--- src/rtl/sync_fifo_param.sv ---
`default_nettype none
// ============================================================================
// Module      : sync_fifo_param
// Description : Parametrised single-clock synchronous FIFO with registered
//               read data, occupancy counter and registered status flags.
//               Depth need not be a power of two; pointers wrap at DEPTH-1.
//               Optional build macro FIFO_ERR_STICKY_EN makes overflow and
//               underflow sticky until reset (default: one-cycle pulses).
// Revision    : 1.0 - initial release
// ============================================================================
module sync_fifo_param #(
    parameter int DATA_WIDTH = 8,
    parameter int DEPTH      = 80,
    parameter int ADDR_WIDTH = 7,
    parameter int AF_LEVEL   = 72,
    parameter int AE_LEVEL   = 8
) (
    input  logic                  clk,
    input  logic                  rst,
    input  logic                  wr_en,
    input  logic [DATA_WIDTH-1:0] din,
    input  logic                  rd_en,
    output logic [DATA_WIDTH-1:0] dout,
    output logic                  full,
    output logic                  empty,
    output logic                  almost_full,
    output logic                  almost_empty,
    output logic [ADDR_WIDTH:0]   count,
    output logic                  overflow,
    output logic                  underflow
);

    localparam logic [ADDR_WIDTH:0]   c_depth     = (ADDR_WIDTH+1)'(DEPTH);
    localparam logic [ADDR_WIDTH:0]   c_af_level  = (ADDR_WIDTH+1)'(AF_LEVEL);
    localparam logic [ADDR_WIDTH:0]   c_ae_level  = (ADDR_WIDTH+1)'(AE_LEVEL);
    localparam logic [ADDR_WIDTH-1:0] c_last_addr = ADDR_WIDTH'(DEPTH-1);

    logic [DATA_WIDTH-1:0] r_mem [DEPTH];
    logic [ADDR_WIDTH-1:0] r_wr_ptr;
    logic [ADDR_WIDTH-1:0] r_rd_ptr;
    logic [ADDR_WIDTH:0]   r_count;
    logic [DATA_WIDTH-1:0] r_dout;
    logic                  r_full;
    logic                  r_empty;
    logic                  r_almost_full;
    logic                  r_almost_empty;
    logic                  r_overflow;
    logic                  r_underflow;

    logic                  w_wr_ok;
    logic                  w_rd_ok;
    logic [ADDR_WIDTH:0]   w_count_nxt;
    logic [ADDR_WIDTH-1:0] w_wr_ptr_nxt;
    logic [ADDR_WIDTH-1:0] w_rd_ptr_nxt;
    logic                  w_overflow_evt;
    logic                  w_underflow_evt;
    logic                  w_overflow_nxt;
    logic                  w_underflow_nxt;

    // A write into a full FIFO is still accepted when a read frees a slot
    // in the same cycle; a read from an empty FIFO is never accepted, so
    // there is no write-through path to dout.
    assign w_wr_ok         = wr_en && (!r_full || rd_en);
    assign w_rd_ok         = rd_en && !r_empty;
    assign w_overflow_evt  = wr_en && !w_wr_ok;
    assign w_underflow_evt = rd_en && !w_rd_ok;

    // Pointers wrap explicitly at DEPTH-1 so non-power-of-two depths work.
    assign w_wr_ptr_nxt = (r_wr_ptr == c_last_addr) ? '0 : r_wr_ptr + 1'b1;
    assign w_rd_ptr_nxt = (r_rd_ptr == c_last_addr) ? '0 : r_rd_ptr + 1'b1;

`ifdef FIFO_ERR_STICKY_EN
    assign w_overflow_nxt  = r_overflow  | w_overflow_evt;
    assign w_underflow_nxt = r_underflow | w_underflow_evt;
`else
    assign w_overflow_nxt  = w_overflow_evt;
    assign w_underflow_nxt = w_underflow_evt;
`endif

    // Next occupancy: simultaneous read and write cancel out.
    always_comb begin
        w_count_nxt = r_count;
        if (w_wr_ok && !w_rd_ok) begin
            w_count_nxt = r_count + 1'b1;
        end else if (w_rd_ok && !w_wr_ok) begin
            w_count_nxt = r_count - 1'b1;
        end
    end

    // Storage array: not reset, and writes are suppressed while rst is high.
    always_ff @(posedge clk) begin
        if (!rst && w_wr_ok) begin
            r_mem[r_wr_ptr] <= din;
        end
    end

    // Pointers, occupancy, read data and flags; flags are derived from the
    // next occupancy so they always agree with count after the edge.
    always_ff @(posedge clk) begin
        if (rst) begin
            r_wr_ptr       <= '0;
            r_rd_ptr       <= '0;
            r_count        <= '0;
            r_dout         <= '0;
            r_full         <= 1'b0;
            r_empty        <= 1'b1;
            r_almost_full  <= 1'b0;
            r_almost_empty <= 1'b1;
            r_overflow     <= 1'b0;
            r_underflow    <= 1'b0;
        end else begin
            if (w_wr_ok) begin
                r_wr_ptr <= w_wr_ptr_nxt;
            end
            if (w_rd_ok) begin
                r_rd_ptr <= w_rd_ptr_nxt;
                r_dout   <= r_mem[r_rd_ptr];
            end
            r_count        <= w_count_nxt;
            r_full         <= (w_count_nxt == c_depth);
            r_empty        <= (w_count_nxt == '0);
            r_almost_full  <= (w_count_nxt >= c_af_level);
            r_almost_empty <= (w_count_nxt <= c_ae_level);
            r_overflow     <= w_overflow_nxt;
            r_underflow    <= w_underflow_nxt;
        end
    end

    assign dout         = r_dout;
    assign full         = r_full;
    assign empty        = r_empty;
    assign almost_full  = r_almost_full;
    assign almost_empty = r_almost_empty;
    assign count        = r_count;
    assign overflow     = r_overflow;
    assign underflow    = r_underflow;

endmodule
`default_nettype wire

--- config.mk ---
export PLATFORM = sky130hd
export DESIGN_NAME = sync_fifo_param
export DESIGN_NICKNAME = d
export VERILOG_FILES = /design/src/rtl/sync_fifo_param.sv
export SDC_FILE = /design/constraint.sdc
export NUM_CORES = 1
export LEC_CHECK = 0
export CAP_MARGIN = 20
export CORE_ASPECT_RATIO = 2
export CORE_UTILIZATION = 45
export DETAILED_ROUTE_END_ITERATION = 16
export PLACE_DENSITY = 0.61
export SKIP_LAST_GASP = 1
export SLEW_MARGIN = 20
export SYNTH_ARGS = -nofsm -noshare
export SYNTH_HDL_FRONTEND = slang
export SYNTH_SLANG_ARGS = --single-unit
--- constraint.sdc ---
create_clock -name clk -period 3.16 [get_ports clk]
set_input_delay 0.474 -clock clk [delete_from_list [all_inputs] [get_ports clk]]
set_output_delay 0.474 -clock clk [all_outputs]
set_load 0.005 [all_outputs]
==> flow_summary.rst, run 1 <==
.. list-table::
   :header-rows: 1

   * - Metric
     - Value
   * - Required time of the worst setup path
     - between 3 and 4 ns
   * - GRT overflow
     - 0
   * - Worst R2R Start
     - r_rd_ptr[0]$_SDFFE_PP0P_
   * - Shortest clock period the worst path allows after layout
     - 2.94 ns
   * - Via count of the first global-routing pass
     - approximately 14000
   * - Average vias per placed instance
     - 5.80
   * - Number of max-cap violations
     - 0
   * - Number of placed instances, taps included
     - 2247
   * - Leading cell types in the layout, fill and taps excluded
     - 640 x edfxtp_1, 131 x nor2_1, 131 x buf_4
   * - Total core area
     - slightly below 0.06 mm2
   * - Total Power
     - 17.9 mW
   * - Async set-reset flop share out of synthesis
     - 0%
   * - Number of clock sinks seen by CTS
     - 676
   * - Iteration-0 DRC Markers
     - 1449
   * - Total iterations of the first detailed-routing run
     - 5
   * - Transition time at the pin with the least slew margin
     - around 1.1 ns
   * - Clock slew at reported path FFs
     - around 0.07 ns
   * - Leakage
     - 9.50 nW
   * - Via count
     - 13611
   * - Setup repair after global routing missed its margin
     - no
   * - EDFF count, synth
     - 640
   * - Die outline area
     - 0.0612 mm2
   * - Post-Syn Area
     - 0.0271 mm2
   * - Area Overhead vs Synth
     - 13.4%
   * - Cell count after synthesis
     - between 1000 and 1500
   * - Max Clk Rate
     - around 0.34 GHz
   * - Top FF cell, synth
     - edfxtp_1
   * - HP Start
     - din[5]
   * - Min-Delay Endpoint
     - r_mem[34][5]$_DFFE_PP_
   * - Final setup vio count
     - 0
   * - Routed wire per std cell
     - 28.0 um
   * - CTS tree
     - yes
   * - Number of levels in the clock H-tree
     - 2
   * - Register area share after synthesis
     - ~74%
   * - Die width
     - about 180 um
   * - Final cell count without fillers
     - 2347
   * - TNS Setup
     - 0 ns
   * - Critical Path Sink Type
     - flip-flop
   * - Final weighted congestion in routability-driven placement
     - 0.864
   * - Global-route wire length before repair
     - ~96000 um
   * - Clock buffer count from CTS
     - 55
   * - Initial Util
     - a little under half
   * - # DRC
     - 0
   * - Combined global-route utilization of all metal layers
     - between 20% and 30%
   * - Hold bufs inserted after CTS
     - 0
   * - Tightest Hold Check Type
     - input pin to flip-flop
   * - Layout Skew
     - 0.0196 ns
   * - Synthesized area divided by synthesized cell count
     - approximately 20 um2
   * - Die height
     - 349 um
   * - Critical R2R Capture
     - dout[4]$_SDFFE_PP0P_
   * - Diode insertion count for antenna repair
     - 0
   * - Final standard cell area without fillers
     - 0.0307 mm2
   * - Number of flip-flops and latches in the synthesized netlist
     - 676
   * - Final-report hold violation count
     - 0
   * - Share of final-layout standard cells stronger than drive strength 1
     - 22.5%
   * - Quantity of gates resized following cts
     - 0
   * - Fin nets
     - 1552
   * - Number of pins exceeding their max-slew limit in the final report
     - 0
   * - Synth Net Count
     - 1391
   * - Number of cell instances on the worst register-to-register path
     - 6
   * - IR Drop Worst-Case VDD
     - 0.421 mV
   * - Post-CTS repair timing setup buffer count
     - 0
   * - Worst Setup Start Kind
     - flip-flop
   * - Skew-Pair Late Insertion Delay
     - 0.61 ns
   * - Worst hold path depth
     - 2
   * - Antenna violations before repair
     - 0
   * - Worst EP arrival
     - 3.42 ns
   * - Number of distinct standard cells referenced by the synthesized netlist
     - 64
   * - Remaining max-slew budget at the tightest pin
     - 29.3%
   * - Total wire length
     - about 66000 um
   * - Largest net degree at the start of global routing
     - 81
   * - Placed Area
     - 0.0289 mm2
   * - Outcome
     - complete, no violations
   * - Most common cell after layout, fill and taps aside
     - edfxtp_1
   * - Number of rows created at floorplan
     - around 130
   * - Cell chosen for the clock root
     - clkbuf_16
   * - Estimated wirelength of the detail-placed design
     - about 44000 um
   * - Critical path start-end classification
     - flip-flop to flip-flop
   * - Port buffer count
     - 33
   * - Maximum clock path buffer count
     - 3
   * - Number of synthesis warnings
     - 0
   * - Max FO, Critical Path
     - 28
   * - Reg-to-reg slack, setup
     - between 0.2 and 0.25 ns
   * - Power Dens Cells
     - between 500 and 600 mW/mm2
   * - Tcrit/Tclk final
     - between 90% and 100%
   * - DRT antenna net count
     - 0
   * - IO Count
     - 34
   * - Launching element of the worst setup path
     - r_rd_ptr[0]$_SDFFE_PP0P_
sequential cells by signal, summed over array words and instances, names as in the netlist:
name and flops:
almost_empty 1, empty 1, r_rd_ptr 7, count 8, underflow 1, r_mem 640
dout 8, r_wr_ptr 7, almost_full 1, full 1, overflow 1
cell type report:
cell class              instances  area, um2
multi-input cells             623       6440
flip-flops and latches        676      20000
repair buffers                176       1510
inverters                       4       15.0
well taps                     768        961
fillers                      4718      28600
clock inverters                32        325
clock buffers                  68       1470
per-layer routing:
layer	track usage [%]	vias up	share of wire, %
met5	0	-	0
met4	9.26	0	4.1
met3	2.26	108	4.2
met2	41.7	440	56
met1	24.7	7142	36
li1	-	5921	-
cells by family after synthesis:
kind of cell	synth area share [%]
compound gates	2.90
xor+xnor	0.453
fa+ha+maj	0.185
buf+inv	2.54
flops	73.7
mux	16.0
simple gates	4.21
critical path, cell delays in order, from the launching register on:
cell       delay [ns]
dfxtp_4          0.51
buf_12           0.26
buf_12           0.27
mux4_2           0.55
a2111oi_0        0.86
buf_4            0.25
nor4_1           0.05
metrics by stage:
stage	hold slack (ns)	setup slack, ns	util [%]
2_1_floorplan	0.498	0.896	-
3_3_place_gp	0.513	0.109	48.7
3_5_place_dp	0.514	0.0792	48.7
4_1_cts	0.406	0.229	51.7
5_1_grt	0.408	0.252	51.7
6_report	0.388	0.222	51.7
power by group:
part / switching (mW) / leakage (nW) / internal [mW]
combinational: 0.615 / 2.59 / 0.466
sequential: 0.0547 / 6.05 / 9.82
clock: 3.11 / 0.864 / 3.79
synthesized netlist by cell type (7+ instances only):
master | count | share of area (%)
dfxtp_1 | 36 | 2.7
nand2_1 | 52 | 0.72
clkbuf_1 | 18 | 0.25
nor4_1 | 7 | 0.16
a21oi_1 | 11 | 0.20
a2111oi_0 | 10 | 0.32
edfxtp_1 | 640 | 71
buf_6 | 15 | 0.62
o22ai_1 | 13 | 0.30
mux4_2 | 113 | 9.4
nand3_1 | 10 | 0.18
xor2_1 | 9 | 0.29
buf_4 | 8 | 0.22
nand4_1 | 9 | 0.21
a22oi_1 | 15 | 0.42
o21ai_0 | 15 | 0.28
nor2_1 | 131 | 1.8
buf_2 | 11 | 0.20
buf_12 | 9 | 0.67
nor2b_1 | 15 | 0.35
mux4_1 | 30 | 2.9
mux2i_1 | 100 | 3.7
how the worst max path moves through the flow:
stage,end
finish,dout[4]$_SDFFE_PP0P_
global placement,r_mem[35][1]$_DFFE_PP_
CTS,dout[4]$_SDFFE_PP0P_
global route,dout[4]$_SDFFE_PP0P_
detailed placement,r_mem[43][2]$_DFFE_PP_
floorplan,r_mem[79][0]$_DFFE_PP_
Note: power is estimated with default switching activity, not from simulation.
==> run 2, diff against run 1 <==
--- a/config.mk
+++ b/config.mk
@@ -7,9 +7,10 @@
 export LEC_CHECK = 0
 export CAP_MARGIN = 20
 export CORE_ASPECT_RATIO = 2
-export CORE_UTILIZATION = 45
+export CORE_MARGIN = 3
+export CORE_UTILIZATION = 67
 export DETAILED_ROUTE_END_ITERATION = 16
-export PLACE_DENSITY = 0.61
+export PLACE_DENSITY = 0.85
 export SKIP_LAST_GASP = 1
 export SLEW_MARGIN = 20
 export SYNTH_ARGS = -nofsm -noshare
==> run 2 against run 1 <==
  * The run now ends with negative setup slack left
  * Fmax down 8.8%
  * Flip-flop and latch count unchanged
  * Register-to-register slack worse by 0.28 ns
  * First-iteration DRC count up 51%
  * Critical path type unchanged
  * Critical endpoint is now dout[2]$_SDFFE_PP0P_
  * Largest power group unchanged
==> flow_summary.rst, run 2 (same netlist as run 1, synthesis figures left out) <==
.. list-table::
   :header-rows: 1

   * - Metric
     - Value
   * - Most common cell after layout, fill and taps aside
     - edfxtp_1
   * - Critical Path Sink Type
     - flip-flop
   * - Diode insertion count for antenna repair
     - 0
   * - Maximum clock path buffer count
     - 3
   * - Quantity of gates resized following cts
     - 0
   * - Via count of the first global-routing pass
     - roughly 15000
   * - Post-CTS repair timing setup buffer count
     - 0
   * - Worst Setup Start Kind
     - flip-flop
   * - Total wire length
     - about 72000 um
   * - # DRC
     - 0
   * - Total Power
     - around 18 mW
   * - Area Overhead vs Synth
     - 12.5%
   * - Post-layout utilization of the core
     - 76.7%
   * - Final-report hold violation count
     - 0
   * - Via count
     - 15188
   * - Required time of the worst setup path
     - 3.58 ns
   * - Average vias per placed instance
     - 7.22
   * - CTS tree
     - yes
   * - IR Drop Worst-Case VDD
     - approximately 0.48 mV
   * - Failing checks
     - negative setup slack
   * - List of cells traversed by the critical path
     - buf_12 -> mux4_2 -> mux2i_1 -> o22ai_1 -> a2111oi_0 -> a2111oi_1
   * - Global-route wire length before repair
     - 106000 um
   * - Port buffer count
     - 33
   * - TNS Setup
     - -0.0623 ns
   * - Total iterations of the first detailed-routing run
     - 6
   * - GRT overflow
     - 0
   * - Worst path slowest cell
     - a2111oi_0
   * - Die height
     - 290 um
   * - Clock slew at reported path FFs
     - 0.07 ns
   * - Power Dens Cells
     - 602 mW/mm2
   * - Remaining max-slew budget at the tightest pin
     - 29.3%
   * - Outcome
     - finished with violations
   * - Number of clock sinks seen by CTS
     - 676
   * - CP peak stage delay
     - 0.80 ns
   * - Largest register FFs
     - 640
   * - IO Count
     - 34
   * - Layout Skew
     - approximately 0.024 ns
   * - Routed wire per std cell
     - 34.4 um
   * - Transition time at the pin with the least slew margin
     - 1.03 ns
   * - Critical path start-end classification
     - flip-flop to flip-flop
   * - Number of max-cap violations
     - 0
   * - Least setup slack across all paths after layout
     - -0.0623 ns
   * - Die outline area
     - about 0.043 mm2
   * - Shortest clock period the worst path allows after layout
     - 3.22 ns
   * - Tightest Hold Check Type
     - input pin to flip-flop
   * - Estimated wirelength of the detail-placed design
     - 42700 um
   * - Skew-Pair Late Insertion Delay
     - 0.59 ns
   * - Leading cell types in the layout, fill and taps excluded
     - 640 x edfxtp_1, 134 x buf_4, 131 x nor2_1
   * - Combined global-route utilization of all metal layers
     - between 30% and 40%
   * - Clock buffer count from CTS
     - 52
   * - Iteration-0 DRC Markers
     - 2189
   * - Number of rows created at floorplan
     - 103
   * - Fin nets
     - about 1600
   * - Number of pins exceeding their max-slew limit in the final report
     - 0
   * - Final setup vio count
     - 1
   * - Total core area
     - approximately 0.04 mm2
   * - Tcrit/Tclk final
     - 102%
   * - Max Clk Rate
     - 0.310 GHz
   * - Number of levels in the clock H-tree
     - 2
   * - Cell chosen for the clock root
     - clkbuf_16
   * - Largest net degree at the start of global routing
     - 81
   * - Max FO, Critical Path
     - 27
   * - Antenna violations before repair
     - 0
   * - Die width
     - about 150 um
   * - Setup repair after global routing missed its margin
     - no
   * - DRT antenna net count
     - 0
   * - Biggest register
     - r_mem
   * - Final weighted congestion in routability-driven placement
     - 1.01
   * - Leakage
     - 9.55 nW
   * - Initial Util
     - 68.2%
   * - Worst EP arrival
     - 3.65 ns
   * - Final-layout fill cell count
     - 1951
   * - Hold bufs inserted after CTS
     - 0
   * - Share of final-layout standard cells stronger than drive strength 1
     - 22.9%
[run 2: per-layer routing]
metal / global-route usage (%) / share of wire [%]
met5: 0 / 0
met4: 23.8 / 9.5
met3: 7.19 / 10
met2: 56.5 / 51
met1: 40.2 / 30
[run 2: worst max-delay path, delay by kind of cell (launching register included)]
family | cells | cell delay [ns]
compound gates | 3 | 1.27
mux | 2 | 0.86
flops | 1 | 0.60
buf+inv | 1 | 0.28
[run 2: area by class of cell]
class / count / area (um2) / area share (%)
inverters: 4 / 15.0 / 0.0493
multi-input cells: 623 / 6430 / 21.1
flip-flops and latches: 676 / 20000 / 65.5
well taps: 525 / 657 / 2.16
clock inverters: 40 / 559 / 1.84
repair buffers: 177 / 1500 / 4.91
clock buffers: 58 / 1350 / 4.42
[run 2: power breakdown]
part / switching, mW / internal (mW)
Combinational: 0.669 / 0.460
Sequential: 0.0636 / 9.82
Clock: 3.07 / 4.23
[run 2: final timing paths]
check	to	slack, ns	depth (start not counted)	from
worst min-delay path	r_mem[10][5]$_DFFE_PP_	0.27	1	din[5]
worst max register to register	dout[2]$_SDFFE_PP0P_	-0.06	6	r_rd_ptr[1]$_SDFFE_PP0P_
worst max-delay path	dout[2]$_SDFFE_PP0P_	-0.06	6	r_rd_ptr[1]$_SDFFE_PP0P_
worst min register to register	dout[7]$_SDFFE_PP0P_	0.54	2	dout[7]$_SDFFE_PP0P_
[run 2: metrics by stage]
step	cell area, um2	hold slack, ns	cells	worst slack, ns
2_1_floorplan	27100	0.498	1375	0.896
3_3_place_gp	28500	0.502	2005	0.0170
3_5_place_dp	28500	0.511	2005	-0.0984
4_1_cts	30500	0.255	2103	0.231
5_1_grt	30500	0.268	2103	0.117
6_report	30500	0.271	2103	-0.0623
==> run 3, diff against run 2 <==
--- a/config.mk
+++ b/config.mk
@@ -11,6 +11,7 @@
 export CORE_UTILIZATION = 67
 export DETAILED_ROUTE_END_ITERATION = 16
 export PLACE_DENSITY = 0.85
+export REMOVE_ABC_BUFFERS = 1
 export SKIP_LAST_GASP = 1
 export SLEW_MARGIN = 20
 export SYNTH_ARGS = -nofsm -noshare
==> run 3 against run 2 <==
  * The flow now finishes without violations
  * Flip-flop and latch count unchanged
  * Via count decreased by 2.1%
  * Power decreased by 3.1%
  * Worst hold slack improved by 0.10 ns
  * Highest routed layer unchanged
  * Largest power group unchanged
  * Critical endpoint is now dout[1]$_SDFFE_PP0P_
  * Largest cell class unchanged
  * Routed wire length decreased by 5.9%
  * Clock power decreased by 7.1%
==> flow_summary.rst, run 3 (same netlist as run 1, synthesis figures left out) <==
.. list-table::
   :header-rows: 1

   * - Metric
     - Value
   * - Outcome
     - complete, no violations
   * - Hold bufs inserted after CTS
     - 0
   * - Power Dens Cells
     - 585 mW/mm2
   * - Number of clock sinks seen by CTS
     - just under 700
   * - Max FO, Critical Path
     - 17
   * - Die width
     - 148 um
   * - Net switching component of the power
     - 3.70 mW
   * - Clock buffer count from CTS
     - 52
   * - Remaining max-slew budget at the tightest pin
     - 28.1%
   * - Shortest clock period the worst path allows after layout
     - 2.95 ns
   * - Critical path start-end classification
     - flip-flop to flip-flop
   * - Sequential Area
     - 0.0200 mm2
   * - Routed wire per std cell
     - 32.3 um
   * - Number of pins exceeding their max-slew limit in the final report
     - 0
   * - Launching element of the worst setup path
     - r_rd_ptr[1]$_SDFFE_PP0P_
   * - Leading cell types in the layout, fill and taps excluded
     - 640 x edfxtp_1, 143 x buf_4, 131 x nor2_1
   * - Worst Setup Start Kind
     - flip-flop
   * - Average vias per placed instance
     - 7.05
   * - Clock slew at reported path FFs
     - ~0.070 ns
   * - Most common cell after layout, fill and taps aside
     - edfxtp_1
   * - CP peak stage delay
     - ~0.63 ns
   * - Iteration-0 DRC Markers
     - 2102
   * - Placed Area
     - approximately 0.029 mm2
   * - Fin nets
     - between 1500 and 2000
   * - Die height
     - about 290 um
   * - Required time of the worst setup path
     - about 3.6 ns
   * - Combinational fraction of design power
     - under 10%
   * - Post-CTS repair timing setup buffer count
     - 0
   * - Estimated wirelength of the detail-placed design
     - 40800 um
   * - Total core area
     - 0.0397 mm2
   * - Area Overhead vs Synth
     - 12.1%
   * - Transition time at the pin with the least slew margin
     - 1.08 ns
   * - Cell chosen for the clock root
     - clkbuf_16
   * - Worst hold path depth
     - 1
   * - Antenna violations before repair
     - 0
   * - Largest net degree at the start of global routing
     - 81
   * - Leakage
     - about 9.5 nW
   * - Diode insertion count for antenna repair
     - 0
   * - Critical Path Sink Type
     - flip-flop
   * - Critical R2R Capture
     - dout[1]$_SDFFE_PP0P_
   * - Clock share of power
     - 38.2%
   * - HP Start
     - din[2]
   * - Die outline area
     - roughly 0.043 mm2
   * - Final standard cell area without fillers
     - 0.0303 mm2
   * - Area taken by multi-input logic gates
     - about 0.0064 mm2
   * - Tcrit/Tclk final
     - 93.4%
   * - Number of rows created at floorplan
     - between 100 and 150
   * - Layout Skew
     - 0.0165 ns
   * - Number of cell instances on the worst register-to-register path
     - 6
   * - Skew-Pair Late Insertion Delay
     - 0.59 ns
   * - Number of max-cap violations
     - 0
   * - Total wire length
     - 68000 um
   * - Max Clk Rate
     - 0.339 GHz
   * - Total Power
     - 17.8 mW
   * - List of cells traversed by the critical path
     - buf_4 -> mux4_2 -> mux2i_1 -> o22ai_1 -> a2111oi_0 -> a2111oi_1
   * - Via count of the first global-routing pass
     - 15332
   * - Capturing instance or port of the critical path
     - dout[1]$_SDFFE_PP0P_
   * - Initial Util
     - 68.2%
   * - Quantity of gates resized following cts
     - 0
   * - Worst EP arrival
     - ~3.4 ns
   * - Setup repair after global routing missed its margin
     - no
   * - Tightest Hold Check Type
     - input pin to flip-flop
   * - IR Drop Worst-Case VDD
     - 0.497 mV
   * - Total iterations of the first detailed-routing run
     - 6
   * - Final weighted congestion in routability-driven placement
     - between 0.9 and 1
   * - # DRC
     - 0
   * - Final-report hold violation count
     - 0
   * - Final setup vio count
     - 0
   * - Final-layout fill cell count
     - approximately 2000
   * - GRT overflow
     - 0
   * - Port buffer count
     - 33
   * - IO Count
     - 34
   * - Via count
     - between 10000 and 15000
   * - DRT antenna net count
     - 0
   * - Global-route wire length before repair
     - 100000 um
   * - Worst path slowest cell
     - dfxtp_4
   * - Share of total power in sequential cells
     - a little under three fifths
   * - Combined global-route utilization of all metal layers
     - 32.0%
   * - Number of levels in the clock H-tree
     - 2
   * - Share of final-layout standard cells stronger than drive strength 1
     - 22.9%
   * - Worst R2R Start
     - r_rd_ptr[1]$_SDFFE_PP0P_
   * - CTS tree
     - yes
   * - Largest register FFs
     - 640
   * - Maximum clock path buffer count
     - 3
   * - Reg-to-reg slack, setup
     - 0.21 ns
   * - Biggest register
     - r_mem
   * - Sw Ratio
     - 20.8%
   * - Internal power component
     - approximately 14 mW
run 3: metrics by stage:
step	setup TNS (ns)	utilization [%]	hold slack (ns)	std cells	worst slack [ns]
5_1_grt	0	76.4	0.367	2109	0.113
2_1_floorplan	-49.19	-	0.498	1303	-3.73
3_5_place_dp	0	72.0	0.538	2012	0.0787
4_1_cts	0	76.4	0.360	2109	0.198
3_3_place_gp	0	72.0	0.514	2012	0.185
6_report	0	76.4	0.375	2109	0.209
run 3: power by group through the flow:
stage	Combinational [mW]	Clock [mW]	Sequential [mW]
floorplan	0.585	0	10.2
global placement	1.01	0	10.1
detailed placement	1.05	0	10.1
CTS	1.08	6.81	9.89
global route	1.14	7.12	9.88
finish	1.09	6.78	9.89
run 3: cell type report:
type / instances / share of cell area [%]
Sequential cell: 676 / 65.8
Inverter: 4 / 0.0495
Clock buffer: 68 / 4.69
Tap cell: 525 / 2.17
Clock inverter: 29 / 1.10
Timing Repair Buffer: 184 / 5.02
Multi-Input combinational cell: 623 / 21.2
run 3: how the worst min path moves through the flow:
| stage | slack (ns) | endpoint |
|---|---|---|
| floorplan | 0.50 | dout[4]$_SDFFE_PP0P_ |
| global placement | 0.51 | dout[3]$_SDFFE_PP0P_ |
| detailed placement | 0.54 | dout[0]$_SDFFE_PP0P_ |
| CTS | 0.36 | r_mem[57][2]$_DFFE_PP_ |
| global route | 0.37 | r_mem[61][2]$_DFFE_PP_ |
| finish | 0.37 | r_mem[59][2]$_DFFE_PP_ |
run 3: worst max-delay path, delay by kind of cell, from the launching register on:
family | cells | cell delay (ns)
AOI/OAI and AO/OA | 3 | 0.86
muxes | 2 | 0.89
buffers and inverters | 1 | 0.42
DFF | 1 | 0.63
run 3: routing by layer:
metal	up-vias	wire, um	track usage (%)
met5	-	0	0
met4	0	4730	18.3
met3	257	6200	5.12
met2	1147	35200	53.5
met1	7527	21900	39.8
li1	5943	-	-
